===== config.mk =====
export PLATFORM = sky130hd
export DESIGN_NAME = cmd_subparser_n
export DESIGN_NICKNAME = d
export VERILOG_FILES = /design/src/rtl/cmd_subparser_n.sv
export SDC_FILE = /design/constraint.sdc
export NUM_CORES = 1
export LEC_CHECK = 0
export ABC_AREA = 1
export CELL_PAD_IN_SITES_DETAIL_PLACEMENT = 1
export CELL_PAD_IN_SITES_GLOBAL_PLACEMENT = 1
export CORE_MARGIN = 8
export CORE_UTILIZATION = 36
export DETAILED_ROUTE_END_ITERATION = 8
export PLACE_DENSITY_LB_ADDON = 0.25
export SETUP_SLACK_MARGIN = 0.05
export SLEW_MARGIN = 40
export SYNTH_ARGS = -nofsm -noshare
export SYNTH_HDL_FRONTEND = slang
export SYNTH_SLANG_ARGS = --single-unit

===== constraint.sdc =====
create_clock -name clk -period 2.95 [get_ports clk]
set_clock_uncertainty 0.05 [all_clocks]
set_input_delay 0.59 -clock clk [delete_from_list [all_inputs] [get_ports clk]]
set_output_delay 0.59 -clock clk [all_outputs]
set_load 0.005 [all_outputs]

===== src/rtl/cmd_subparser_n.sv =====
// Command-code subparser: code letter + 1..MAX_DIGITS decimal digits + terminator.
// Define CMD_SUBPARSER_M_CODES_EN to accept M codes as well as G codes.
package cmd_subparser_pkg;
  typedef enum logic [2:0] {
    CHAR_G, CHAR_M, CHAR_NUM, CHAR_SPACE, CHAR_NEWLINE, CHAR_OTHER
  } Char_t;
endpackage

module cmd_subparser_n
  import cmd_subparser_pkg::*;
#(
  parameter int MAX_DIGITS = 3,
  parameter int NUM_WIDTH  = 10,
  parameter int MAX_G_CODE = 99,
  parameter int MAX_M_CODE = 99
) (
  input  logic                 clk,
  input  logic                 reset,
  input  logic                 clk_en,
  input  logic                 trigger,
  input  Char_t                char_type,
  input  logic [3:0]           char_digit,
  input  logic                 rd_done,
  input  logic                 rd_rdy,
  input  logic                 is_empty,
  output logic                 done,
  output logic                 rdy,
  output logic                 rd_trigger,
  output logic                 success,
  output logic                 is_m,
  output logic [NUM_WIDTH-1:0] code_num
);

  localparam int CNT_W = $clog2(MAX_DIGITS + 1);
  localparam logic [CNT_W-1:0] MAX_CNT = CNT_W'(MAX_DIGITS);

  typedef enum logic [3:0] {
    S_IDLE, S_CODE_TRIGGER, S_CODE_WAIT, S_CODE_CHECK, S_WAIT_RD_RDY,
    S_NUM_TRIGGER, S_NUM_WAIT, S_NUM_CHECK, S_VALIDATE, S_SET_SUCCESS, S_DONE
  } state_t;

  state_t               state_q, state_d;
  logic                 success_q, success_d;
  logic                 is_m_q, is_m_d;
  logic [NUM_WIDTH-1:0] code_num_q, code_num_d;
  logic [CNT_W-1:0]     cnt_q, cnt_d;
  logic [NUM_WIDTH-1:0] limit;

  // In the default build is_m_q never leaves 0, so the G limit is always selected.
  assign limit = is_m_q ? NUM_WIDTH'(MAX_M_CODE) : NUM_WIDTH'(MAX_G_CODE);

  always_comb begin
    state_d    = state_q;
    success_d  = success_q;
    is_m_d     = is_m_q;
    code_num_d = code_num_q;
    cnt_d      = cnt_q;
    if (clk_en) begin
      case (state_q)
        S_IDLE:
          if (trigger && rd_rdy && !is_empty) state_d = S_CODE_TRIGGER;
        S_CODE_TRIGGER: begin
          success_d  = 1'b0;
          is_m_d     = 1'b0;
          code_num_d = '0;
          cnt_d      = '0;
          if (!rd_rdy) state_d = S_CODE_WAIT;
        end
        S_CODE_WAIT:
          if (rd_done) state_d = S_CODE_CHECK;
        S_CODE_CHECK: begin
          if (char_type == CHAR_G) state_d = S_WAIT_RD_RDY;
`ifdef CMD_SUBPARSER_M_CODES_EN
          else if (char_type == CHAR_M) begin
            is_m_d  = 1'b1;
            state_d = S_WAIT_RD_RDY;
          end
`endif
          else state_d = S_DONE;
        end
        S_WAIT_RD_RDY: begin
          // Running out of characters terminates the number like a space would.
          if (rd_rdy && !is_empty) state_d = S_NUM_TRIGGER;
          else if (is_empty)       state_d = (cnt_q != '0) ? S_VALIDATE : S_DONE;
        end
        S_NUM_TRIGGER:
          if (!rd_rdy) state_d = S_NUM_WAIT;
        S_NUM_WAIT:
          if (rd_done) state_d = S_NUM_CHECK;
        S_NUM_CHECK: begin
          if (char_type == CHAR_NUM) begin
            if (cnt_q < MAX_CNT) begin
              code_num_d = (code_num_q << 3) + (code_num_q << 1) + NUM_WIDTH'(char_digit);
              cnt_d      = cnt_q + CNT_W'(1);
              state_d    = S_WAIT_RD_RDY;
            end else begin
              state_d = S_DONE;
            end
          end else if (char_type == CHAR_SPACE || char_type == CHAR_NEWLINE) begin
            state_d = (cnt_q != '0) ? S_VALIDATE : S_DONE;
          end else begin
            state_d = S_DONE;
          end
        end
        S_VALIDATE:
          state_d = (code_num_q <= limit) ? S_SET_SUCCESS : S_DONE;
        S_SET_SUCCESS: begin
          success_d = 1'b1;
          state_d   = S_DONE;
        end
        S_DONE:
          state_d = S_IDLE;
        default:
          state_d = S_IDLE;
      endcase
    end
  end

  always_ff @(posedge clk) begin
    if (reset) begin
      state_q    <= S_IDLE;
      success_q  <= 1'b0;
      is_m_q     <= 1'b0;
      code_num_q <= '0;
      cnt_q      <= '0;
    end else if (clk_en) begin
      state_q    <= state_d;
      success_q  <= success_d;
      is_m_q     <= is_m_d;
      code_num_q <= code_num_d;
      cnt_q      <= cnt_d;
    end
  end

  // done: idle and staying idle, in DONE, or on any fail-path jump to DONE.
  assign done = (state_q == S_DONE)
             || (state_q == S_IDLE && state_d == S_IDLE)
             || (state_q != S_IDLE && state_q != S_SET_SUCCESS && state_d == S_DONE);
  assign rdy        = (state_q == S_IDLE);
  assign rd_trigger = (state_q == S_CODE_TRIGGER) || (state_q == S_NUM_TRIGGER);
  assign success    = success_q;
  assign code_num   = code_num_q;
`ifdef CMD_SUBPARSER_M_CODES_EN
  assign is_m = is_m_q;
`else
  assign is_m = 1'b0;
`endif

endmodule


After elaboration in Yosys (flattened, before gate mapping):

Index checks and enable logic that the tools add are counted.

* word-level logic and storage cells: 68
* bits of input ports: 14
* output and inout port bits: 15
* flip-flop bits (word level): 17

* reductions and logical operators: 20
* equality and inequality tests: 17
* add/subtract/negate cells: 3
* $lt $le $gt $ge: 2
* multiplexer cells: 22

Operators by type and width (number)
* $mux W4: 11
* $pmux W4 S10: 1
* $mux W10: 2
* $pmux W10 S2: 1
* $eq A4 B3 Y1 const B: 4
* $eq A4 B4 Y1 const B: 4
* $add A10 B10 Y10: 1
* $add A10 B4 Y10: 1
* $le A10 B7 Y1 const B: 1
* $mux W2: 5
* $eq A4 B2 Y1 const B: 2
* $logic_not A4 Y1: 2
* $eq A3 B2 Y1 const B: 2
* $logic_and A1 B1 Y1: 6
* $reduce_bool A2 Y1: 3
* $eq A4 B1 Y1 const B: 1
* $logic_or A1 B1 Y1: 4
* $ne A2 B2 Y1 const B: 2
* $ne A4 B4 Y1 const B: 1
* $pmux W2 S2: 1
* $reduce_and A4 Y1: 1
* $reduce_bool A4 Y1: 1
* $eq A3 B3 Y1 const B: 1
* $logic_not A3 Y1: 1
* 5 further kinds: 5

Longest topological paths before layout:

Gate-level depths: netlist (run 1).

* depth in word-level cells: 10
* gate-level depth with buffers: 13
* mapped depth without buffers: 12

Worst setup path after synthesis (run 1):

No wires, ideal clock.

* kind: in2reg
* from: input char_digit[3]
* to: register code_num_q[6] (netlist: code_num[6])
* slack: 620 ps
* library setup time: 70 ps
* data arrival time: 2210 ps
* buffers on the path: 0
* stages on the path: 7
* data required time: 2830 ps
* cell sequence: fa_1 inv_1 fa_1 o31ai_1 or2_2 nand3_1 a21oi_1

* word-level cells in the longest chain between the ends: 4

Ends and longest elaborated chain
* start: declaration: line 22 `input logic [3:0] char_digit,`
* $add A10 B4 Y10: line 93 `code_num_d = (code_num_q << 3) + (code_num_q << 1) + NUM_WIDTH'(char_digit);`
* $mux W10: line 92 `if (cnt_q < MAX_CNT) begin`
* $mux W10: line 91 `if (char_type == CHAR_NUM) begin`
* $pmux W10 S2: line 59 `case (state_q)`
* end signal: assignment: line 130 `code_num_q <= code_num_d;`
* end: declaration: line 45 `logic [NUM_WIDTH-1:0] code_num_q, code_num_d;`

No other way between the ends. The select of a mux whose other input is x is not followed.
A chain may end at the register's enable or synchronous reset.

Worst setup path in the final report (run 1):

* from: input rd_rdy
* to: output done

* word-level cells in the longest chain between the ends: 9
* elaborated cells on any way between the ends: 15
* those cells by class: eq/ne: 1; mux: 6; reduce/logical: 8

Ends and longest elaborated chain
* start: declaration: line 24 `input logic rd_rdy,`
* $logic_and A1 B1 Y1 (2 in a row): line 61 `if (trigger && rd_rdy && !is_empty) state_d = S_CODE_TRIGGER;`
* $mux W4: line 61
* $pmux W4 S10 *: line 59
* $mux W4 *: line 58 `if (clk_en) begin`
* $logic_not A4 Y1: line 137 `|| (state_q == S_IDLE && state_d == S_IDLE)`
* $logic_and A1 B1 Y1: line 137
* $logic_or A1 B1 Y1: line 137
* $logic_or A1 B1 Y1 *: line 138 `|| (state_q != S_IDLE && state_q != S_SET_SUCCESS && state_d == S_DONE);`
* end: declaration: line 26 `output logic done,`

Every way passes the cells marked *; elsewhere a longest branch is shown, timed or not.

==> summary.txt, run 1 <==
Synthesis
  • Net Count, Synth: 263
  • EDFF count, synth: 0
  • Average size of a mapped cell: 6.49 sq um
  • Ranking of synthesized cells by area: dfxtp_1 23%, nand2_1 15%, ha_1 13%
  • Top cell type's share of synthesized area: 22.7%
  • Register area share after synthesis: 22.7%
  • Yosys warns: 0
  • Yosys cell types: 33
  • Commonest cells post-synth: 59 x nand2_1, 26 x inv_1, 25 x nor2_1, 23 x nand3_1, 21 x a21oi_1
  • Most common cell in the netlist: nand2_1
  • Cell Area, Synth: 1500 sq um
  • Register bit total from synthesis: 17
  • Area leader, netlist: dfxtp_1
  • Async set or reset register ratio after synthesis: 0%
  • Top FF cell, synth: dfxtp_1
  • Post-Syn Instances: 231

Global routing
  • Antenna violations before repair: 0
  • GRT Total Usage: 13.9%
  • Total grt overflow: 0
  • Vias in the first global route: 1654
  • First-pass GRT wire length: 7.40 mm
  • Largest net degree at the start of global routing: 18

Finish
  • Post-route cell area: 1920 sq um
  • Number of nets in the layout: 298
  • Area overhead of the layout relative to synthesis: 27.7%
  • Layout cells sized above 1: 10.9%
  • Number of diodes: 0
  • Post-Layout Cell Count: 315

Critical path
  • CP startpoint kind: input pin
  • Required @ worst endpoint: 2310 ps
  • Kind of critical path: input pin to output port
  • Critical path arrival: 2050 ps
  • Critical Path End Type: output port
  • CP Max Fanout: 3

Clocking
  • Clock net sink count: 17
  • Worst-path clk slew: 70 ps
  • CTS tree: yes
  • Worst-skew pair later-pin latency: 250 ps
  • Hold-fix buffers, CTS: 0
  • TritonCTS Buffers: 3
  • Clk root buf: clkbuf_8
  • Longest Clk Path Bufs: 2
  • H-tree levels: 1

Placement
  • RD Place Congestion: 0.848
  • DPL Wire Length: 3.56 mm
  • PortBufs: 27
  • Dpl cells: 310
  • Placed inst area: 1860 sq um

Die
  • Die W: 80.6 microns
  • Chip Height: 80.6 microns
  • Cell Rows: 23
  • Initial Util: 37.5%
  • CORE AREA: 4000 sq um
  • Die ar.: 6490 sq um
  • I/O Pins: 29

Drt
  • Via count: 1589
  • DR vias/cell: 5.04
  • DR WL/cell: 13.6 microns
  • # DRC: 0
  • Initial DRT Pass Iterations: 4
  • Starting DRT DRC Count: 63
  • Post-DRT Antenna Nets: 0
  • Final WL: 4.28 mm

Timing
  • Fmax: 372 MHz
  • Final setup violation count: 0
  • RSZ-0062 raised after global routing: false
  • Fin. Hold Viols: 0
  • Slew @ Worst Pin: 675 ps
  • Shortest period the worst path allows: 2690 ps
  • Crit share post-route: 91.2%
  • Max Slew Vio Count: 0
  • Headroom to the max-slew limit: 54.9%

Min path
  • Hold/Removal Path Class: register to register

Power and ir drop
  • Leak: 0.929 nW
  • Peak VDD IR: 0.172 mV
  • PnR Total Power: 480 uW
  • Pwr dens: 250 nW/um^2

Flow run
  • Max-cap violations: 0

Outcome
  • Status: finished clean
## cells in the final DEF, fill, tap and decap left out, drive strengths merged
| cell type | count |
|---|---|
| nand2 | 62 |
| inv | 29 |
| nor2 | 27 |
| nand3 | 23 |
| clkdlybuf4s50 | 22 |
| a21oi | 22 |
| dfxtp | 17 |
| ha | 16 |
| buf | 8 |
| o21ai | 6 |
| nor3 | 5 |
| nand4 | 5 |
| dlygate4sd2 | 4 |
| or2 | 4 |
| clkbuf | 4 |
| a211oi | 2 |
| fa | 2 |
| a21boi | 1 |
| o211ai | 1 |
| o31ai | 1 |
| xor2 | 1 |
| xnor2 | 1 |
| conb | 1 |
| dlymetal6s2s | 1 |
## critical path: stages
cell and delay (ps):
clkdlybuf4s50_1 510, inv_1 70, nor3_1 160, nor2_1 80, nand3_1 90, nand2_1 70
nand2_1 70, nor2_1 50, nand3_1 70, nand2_1 40, dlygate4sd2_1 250
## final timing paths
check                                start                       end  slack [ps]  cells after the start
setup / recovery                    rd_rdy                      done         260                     11
setup reg to reg  code_num[2]$_SDFFE_PP0P_  code_num[8]$_SDFFE_PP0P_         730                     10
hold reg to reg      cnt_q[1]$_SDFFE_PP0P_     cnt_q[1]$_SDFFE_PP0P_         440                      2
hold / removal       cnt_q[1]$_SDFFE_PP0P_     cnt_q[1]$_SDFFE_PP0P_         440                      2
## flip-flops by register name (all words and copies together), names as in the netlist
signal    flops
code_num     10
cnt_q         2
success       1
state_q       4
## metrics by stage
stage | util [%] | hold WS (ps) | setup WS [ps] | setup TNS, ps
2_1_floorplan | - | 411 | 620 | 0
3_3_place_gp | 46.4 | 425 | -85.9 | -85.9
3_5_place_dp | 46.4 | 434 | -129 | -135
4_1_cts | 47.6 | 444 | 165 | 0
5_1_grt | 47.9 | 475 | 93.3 | 0
6_report | 47.9 | 443 | 260 | 0
## report_power, final
group | switching (mW) | internal [mW]
registers | 0.00247 | 0.231
clock network | 0.0766 | 0.0957
logic | 0.0384 | 0.0357
total | 0.117 | 0.362
## timing repair
item                       in CTS  in global routing
setup buffers                   1                  0
resized for setup               6                  5
pin swaps                       1                  2
setup endpoints to repair       1                  1
gates cloned                    0                  0
## per-layer routing
metal / GRT usage (%) / share of wire (%) / vias to the layer above
met5: 0 / 0 / -
met4: 3.64 / 1.4 / 0
met3: 2.57 / 2.8 / 6
met2: 23.7 / 49 / 19
met1: 17.3 / 47 / 747
li1: - / - / 817
## kinds of logic after synthesis
logic type | after synthesis | synth area share, %
simple gates | 126 | 37.8
buf+inv | 34 | 9.26
compound gates | 33 | 12.8
fa+ha+maj | 18 | 16.0
flops | 17 | 22.7
xor+xnor | 2 | 1.17
other cells | 1 | 0.250
## cell type report
class / instances / area [sq um]
clock buffer: 4 / 45.0
fill: 527 / 2080
inverter: 29 / 111
multi-input combinational: 180 / 1030
sequential: 17 / 340
tap: 50 / 62.6
timing repair buffer: 35 / 328
Power figures use the tool's default switching activity.
==> run 2: changes to the inputs <==
- clock period: 2.95 -> 2.75 ns (I/O delays scaled with it)
==> run 2 against run 1 <==
Compared with the run above: utilization up 1.6 points; worst setup slack worse by 68 ps; highest routed layer unchanged; power up 9.3%; critical path type is now input pin to register; largest cell class unchanged.
==> summary.txt, run 2 (synthesis results as in run 1) <==
Critical path
  • CP startpoint kind: input pin
  • CP Max Fanout: 2 (-1)
  • Critical path arrival: 2620 ps (+570 ps)
  • Required @ worst endpoint: 2810 ps (+500 ps)
  • Critical Path End Type: register
  • Kind of critical path: input pin to register

Finish
  • Layout cells sized above 1: 14.0% (+3.0 points)
  • Register area: 340 sq um (unchanged)
  • Fill count: 549 (+4.2%)
  • Commonest cells after routing, fill and taps aside: 59 x nand2_1, 25 x nor2_1, 24 x inv_1
  • Core Util, Final: 49.5% (+1.6 points)
  • Post-route cell area: 1980 sq um (+3.3%)
  • Multi-input gate area: 1040 sq um (+1.6%)
  • Post-Layout Cell Count: 322 (+2.2%)
  • Max reg flops: 10 (unchanged)
  • Number of diodes: 0 (unchanged)
  • Commonest non-fill, non-tap cell in the layout: nand2_1
  • Number of nets in the layout: 305 (+2.3%)
  • Area overhead of the layout relative to synthesis: 31.9%

Timing
  • Max Slew Vio Count: 0 (unchanged)
  • Final setup violation count: 0 (unchanged)
  • Fin. Hold Viols: 0 (unchanged)
  • Shortest period the worst path allows: 2560 ps
  • Final TNS setup: 0 ps (unchanged)
  • Headroom to the max-slew limit: 51.9% (-3.0 points)
  • Fmax: 391 MHz
  • Crit share post-route: 93.0%
  • RSZ-0062 raised after global routing: false
  • Hold WS: 445 ps (+2.92 ps)
  • Slew @ Worst Pin: 719 ps (+44.1 ps)
  • Fin worst setup slack: 192 ps (-67.8 ps)

Placement
  • Placed inst area: 1900 sq um (+2.4%)
  • Dpl cells: 316 (+1.9%)
  • PortBufs: 27 (unchanged)
  • DPL Wire Length: 3.71 mm (+4.1%)
  • Dpl ws: -280 ps (-151 ps)
  • RD Place Congestion: 0.839 (-0.99%)

Die
  • Initial Util: 37.5% (unchanged)
  • Die W: 80.6 microns (unchanged)
  • I/O Pins: 29 (unchanged)
  • Die ar.: 6490 sq um (unchanged)
  • CORE AREA: 4000 sq um (unchanged)
  • Chip Height: 80.6 microns (unchanged)
  • Cell Rows: 23 (unchanged)

Power and ir drop
  • PnR Total Power: 524 uW (+9.3%)
  • Pwr dens: 265 nW/um^2 (+5.8%)
  • Leak: 0.954 nW (+2.7%)
  • Peak VDD IR: 0.163 mV (-5.4%)

Clocking
  • H-tree levels: 1 (unchanged)
  • Longest Clk Path Bufs: 2 (unchanged)
  • TritonCTS Buffers: 3 (unchanged)
  • Worst-skew pair later-pin latency: 250 ps (about the same)
  • Clock net sink count: 17 (unchanged)
  • Clk root buf: clkbuf_8
  • Worst-path clk slew: 70 ps (about the same)
  • CTS tree: yes

Flow run
  • Max-cap violations: 0 (unchanged)

Drt
  • # DRC: 0 (unchanged)
  • Final WL: 4.55 mm (+6.2%)
  • Initial DRT Pass Iterations: 4 (unchanged)
  • Starting DRT DRC Count: 65 (+3.2%)
  • DR WL/cell: 14.1 microns (+3.9%)
  • Via count: 1617 (+1.8%)
  • Post-DRT Antenna Nets: 0 (unchanged)
  • DR vias/cell: 5.02 (-0.45%)

Outcome
  • Status: finished clean

Global routing
  • Antenna violations before repair: 0 (unchanged)
  • First-pass GRT wire length: 7.96 mm (+7.7%)
  • Largest net degree at the start of global routing: 18 (unchanged)
  • Vias in the first global route: 1700 (+2.8%)
  • GRT Total Usage: 14.9% (+0.97 points)
  • Total grt overflow: 0 (unchanged)

Min path
  • Hold/Removal Path Class: register to register
## run 2: worst paths after layout
path,start,cells past startpoint,slack [ps],end
setup / recovery,char_digit[3],10,190,code_num[7]$_SDFFE_PP0P_
hold / removal,success$_SDFFE_PP0P_,2,450,success$_SDFFE_PP0P_
setup reg to reg,code_num[2]$_SDFFE_PP0P_,9,490,code_num[7]$_SDFFE_PP0P_
hold reg to reg,success$_SDFFE_PP0P_,2,450,success$_SDFFE_PP0P_
## run 2: layout make-up
type / count / share of cell area (%)
multi-input combinational: 180 / 52.8
timing repair buffer: 42 / 18.9
sequential: 17 / 17.2
inverter: 29 / 5.63
tap: 50 / 3.16
clock buffer: 4 / 2.28
## run 2: power by group
group / leakage [nW] / switching [mW] / total (mW) / internal, mW
Combinational: 0.794 / 0.0422 / 0.0832 / 0.0409
Clock: 0.0228 / 0.0882 / 0.191 / 0.103
Sequential: 0.137 / 0.00254 / 0.250 / 0.247
Total: 0.954 / 0.133 / 0.524 / 0.391
## run 2: per-layer routing
| layer | vias up | track usage [%] | routed length [microns] |
|---|---|---|---|
| li1 | 832 | - | - |
| met1 | 766 | 18.5 | 2090 |
| met2 | 17 | 25.9 | 2290 |
| met3 | 2 | 2.34 | 138 |
| met4 | 0 | 3.27 | 27 |
| met5 | - | 0 | 0 |
## run 2: worst max-delay path: stages
cell and delay [ps]:
clkdlybuf4s50_1 430, fa_1 500, buf_4 150, ha_1 190, a21oi_1 170, or2_2 130
nand3_1 70, or2_2 280, nand3_1 70, a21oi_1 70
## run 2: what timing repair did
| item | in CTS | in global routing |
|---|---|---|
| hold buffers | 0 | 0 |
| setup buffers | 1 | 1 |
| setup endpoints to repair | 1 | 3 |
| resized for setup | 6 | 6 |
| pin swaps | 0 | 1 |
==> run 3: changes to the inputs <==
- ABC_AREA: 1 -> not set
- CORE_MARGIN: 8 -> not set
- CORE_UTILIZATION: 36 -> 37
- RECOVER_POWER: not set -> 50
==> run 3 against run 2 <==
Compared with the run above: routed wire length increased by 4.9%; design area increased by 1.5%; cell count is 12% lower; largest power group unchanged; non-clock buffer count grew 9; synthesized cell count fell by 18%; largest cell class unchanged; synthesized area down 2.8%; register-to-register slack got worse by 180 ps.
==> summary.txt, run 3 <==
Outcome
  • Status: finished clean

Die
  • I/O Pins: 29 (unchanged)
  • Initial Util: 39.3% (+1.8 points)
  • Chip Height: 64.8 microns (-20%)
  • Die ar.: 4200 sq um (-35%)
  • Die W: 64.8 microns (-20%)
  • Cell Rows: 22 (-4.3%)
  • CORE AREA: 3720 sq um (-7.1%)

Timing
  • Hold WS: 455 ps (+9.66 ps)
  • RSZ-0062 raised after global routing: false
  • Max Slew Vio Count: 0 (unchanged)
  • Fmax: 373 MHz (-4.5%)
  • Fin worst setup slack: 71.2 ps (-121 ps)
  • Final setup violation count: 0 (unchanged)
  • Headroom to the max-slew limit: 65.7% (+14 points)
  • Slew @ Worst Pin: 513 ps (-206 ps)
  • Shortest period the worst path allows: 2680 ps (+121 ps)
  • Final TNS setup: 0 ps (unchanged)
  • Fin. Hold Viols: 0 (unchanged)
  • Crit share post-route: 97.4% (+4.4 points)

Synthesis
  • Yosys warns: 0 (unchanged)
  • Top cell type's share of synthesized area: 23.3% (+0.64 points)
  • Top FF cell, synth: dfxtp_1
  • EDFF count, synth: 0 (unchanged)
  • Net Count, Synth: 221 (-16%)
  • Most common cell in the netlist: a21oi_1
  • Register area share after synthesis: 23.3% (+0.64 points)
  • Async set or reset register ratio after synthesis: 0% (unchanged)
  • Cell Area, Synth: 1460 sq um (-2.8%)
  • Average size of a mapped cell: 7.72 sq um (+19%)
  • Yosys cell types: 47 (+42%)
  • Register bit total from synthesis: 17 (unchanged)
  • Ranking of synthesized cells by area: dfxtp_1 23%, ha_1 14%, a21oi_1 6.5%
  • Post-Syn Instances: 189 (-18%)
  • Area leader, netlist: dfxtp_1
  • Commonest cells post-synth: 19 x a21oi_1, 18 x nor2_1, 17 x dfxtp_1, 17 x nand2_1, 16 x ha_1

Global routing
  • Total grt overflow: 0 (unchanged)
  • Largest net degree at the start of global routing: 17 (-1)
  • GRT Total Usage: 24.3% (+9.5 points)
  • Antenna violations before repair: 0 (unchanged)
  • First-pass GRT wire length: 7.89 mm (-0.87%)
  • Vias in the first global route: 1738 (+2.2%)

Critical path
  • CP startpoint kind: input pin
  • Critical path arrival: 2080 ps (-540 ps)
  • R2R Path End: code_num[7]$_SDFFE_PP0P_
  • Reg-to-Reg Start: code_num[2]$_SDFFE_PP0P_
  • CP Max Fanout: 5 (+3)
  • Worst Reg-to-Reg Cells: 8 (-1)
  • Reg2Reg Setup Slack: 310 ps (-180 ps)
  • Required @ worst endpoint: 2150 ps (-660 ps)
  • Critical Path End Type: output port
  • Kind of critical path: input pin to output port

Drt
  • Initial DRT Pass Iterations: 4 (unchanged)
  • Post-DRT Antenna Nets: 0 (unchanged)
  • # DRC: 0 (unchanged)
  • Final WL: 4.77 mm (+4.9%)
  • DR WL/cell: 16.9 microns (+20%)
  • DR vias/cell: 5.78 (+15%)
  • Via count: 1629 (+0.74%)
  • Starting DRT DRC Count: 63 (-3.1%)

Min path
  • Hold depth: 2 (unchanged)
  • Hold Path Origin: code_num[1]$_SDFFE_PP0P_
  • Worst-case hold path end point: code_num[1]$_SDFFE_PP0P_
  • Hold/Removal Path Class: register to register

Placement
  • RD Place Congestion: 0.896 (+6.7%)
  • Dpl cells: 277 (-12%)
  • Placed inst area: 1920 sq um (+0.66%)
  • Dpl ws: -581 ps (-301 ps)
  • PortBufs: 27 (unchanged)
  • DPL Wire Length: 3.66 mm (-1.3%)

Clocking
  • TritonCTS Buffers: 3 (unchanged)
  • Hold-fix buffers, CTS: 0 (unchanged)
  • CTS tree: yes
  • H-tree levels: 1 (unchanged)
  • Worst-path clk slew: 70 ps (about the same)
  • Worst-skew pair later-pin latency: 260 ps (about the same)
  • Clock net sink count: 17 (unchanged)
  • Clk root buf: clkbuf_8
  • Longest Clk Path Bufs: 2 (unchanged)

Flow run
  • Max-cap violations: 0 (unchanged)

Finish
  • Number of diodes: 0 (unchanged)
  • Core Util, Final: 54.0% (+4.6 points)
  • Commonest non-fill, non-tap cell in the layout: buf_4
  • Number of nets in the layout: 267 (-12%)
  • Max reg flops: 10 (unchanged)
  • Commonest cells after routing, fill and taps aside: 23 x buf_4, 18 x nor2_1, 17 x nand2_1, 17 x dfxtp_1
  • Post-route cell area: 2010 sq um (+1.5%)
  • Area overhead of the layout relative to synthesis: 37.7%
  • Layout cells sized above 1: 18.4% (+4.4 points)
  • Post-Layout Cell Count: 282 (-12%)

Power and ir drop
  • Comb power frac: 24.7% (+8.8 points)
  • PnR Total Power: 603 uW (+15%)
  • Leak: 0.873 nW (-8.5%)
  • Sw Ratio: 29.7% (+4.3 points)
  • Pwr dens: 300 nW/um^2 (+13%)
  • Peak VDD IR: 0.159 mV (-2.6%)
  • Int Power: 424 uW (+8.3%)
  • Switching power: 179 uW (+35%)
  • Clock Power Share: 32.6% (-3.9 points)
  • Sequential power share: 42.7% (-5.0 points)
run 3: how the worst max path moves through the flow:
stage | from | end | slack [ps] | cells past startpoint
6_report | char_type[1] | done | 70 | 6
5_1_grt | cnt_q[0]$_SDFFE_PP0P_ | done | 30 | 7
2_1_floorplan | char_digit[3] | code_num[8]$_SDFFE_PP0P_ | 400 | 8
4_1_cts | char_digit[3] | code_num[6]$_SDFFE_PP0P_ | 60 | 10
3_3_place_gp | char_type[0] | done | -550 | 7
3_5_place_dp | char_type[0] | done | -580 | 7
run 3: cell type report:
type / count / area (sq um)
clock buffer: 3 / 41.3
clock inverter: 1 / 5.00
fill: 478 / 1710
inverter: 8 / 30.0
multi-input combinational: 154 / 1100
sequential: 17 / 340
tap: 48 / 60.1
timing repair buffer: 51 / 428
run 3: cell families after synthesis:
group                      count (synthesis)  synth area share, %
xor gates and xnor gates                   3                 1.80
AOI/OAI and AO/OA                         44                 18.6
DFF                                       17                 23.3
muxes                                      1                0.686
buffers and inverters                     18                 5.23
and+or+nand+nor                           87                 33.6
adders and majority gates                 18                 16.5
other                                      1                0.257
run 3: critical path, stage by stage:
cell and delay, ps:
dlygate4sd2_1 280, or3_4 390, or3_1 310, a31oi_1 310, nor4_1 100, buf_2 140
run 3: timing repair:
item                       CTS  global route
pin swaps                    5             5
setup endpoints to repair    3             5
resized for setup           15            11
buffers inserted             1             0
run 3: power groups by stage:
stage | clock, mW | sequential, mW | combinational, mW
2_1_floorplan | 0 | 0.260 | 0.0757
3_3_place_gp | 0 | 0.263 | 0.138
3_5_place_dp | 0 | 0.263 | 0.141
4_1_cts | 0.201 | 0.257 | 0.144
5_1_grt | 0.205 | 0.258 | 0.162
6_report | 0.196 | 0.257 | 0.149
run 3: routing by layer:
layer	up-vias	track usage, %	wire (microns)
met5	-	0	0
met3	13	3.17	113
li1	779	-	-
met1	803	25.7	1980
met4	0	12.8	140
met2	34	46.1	2540
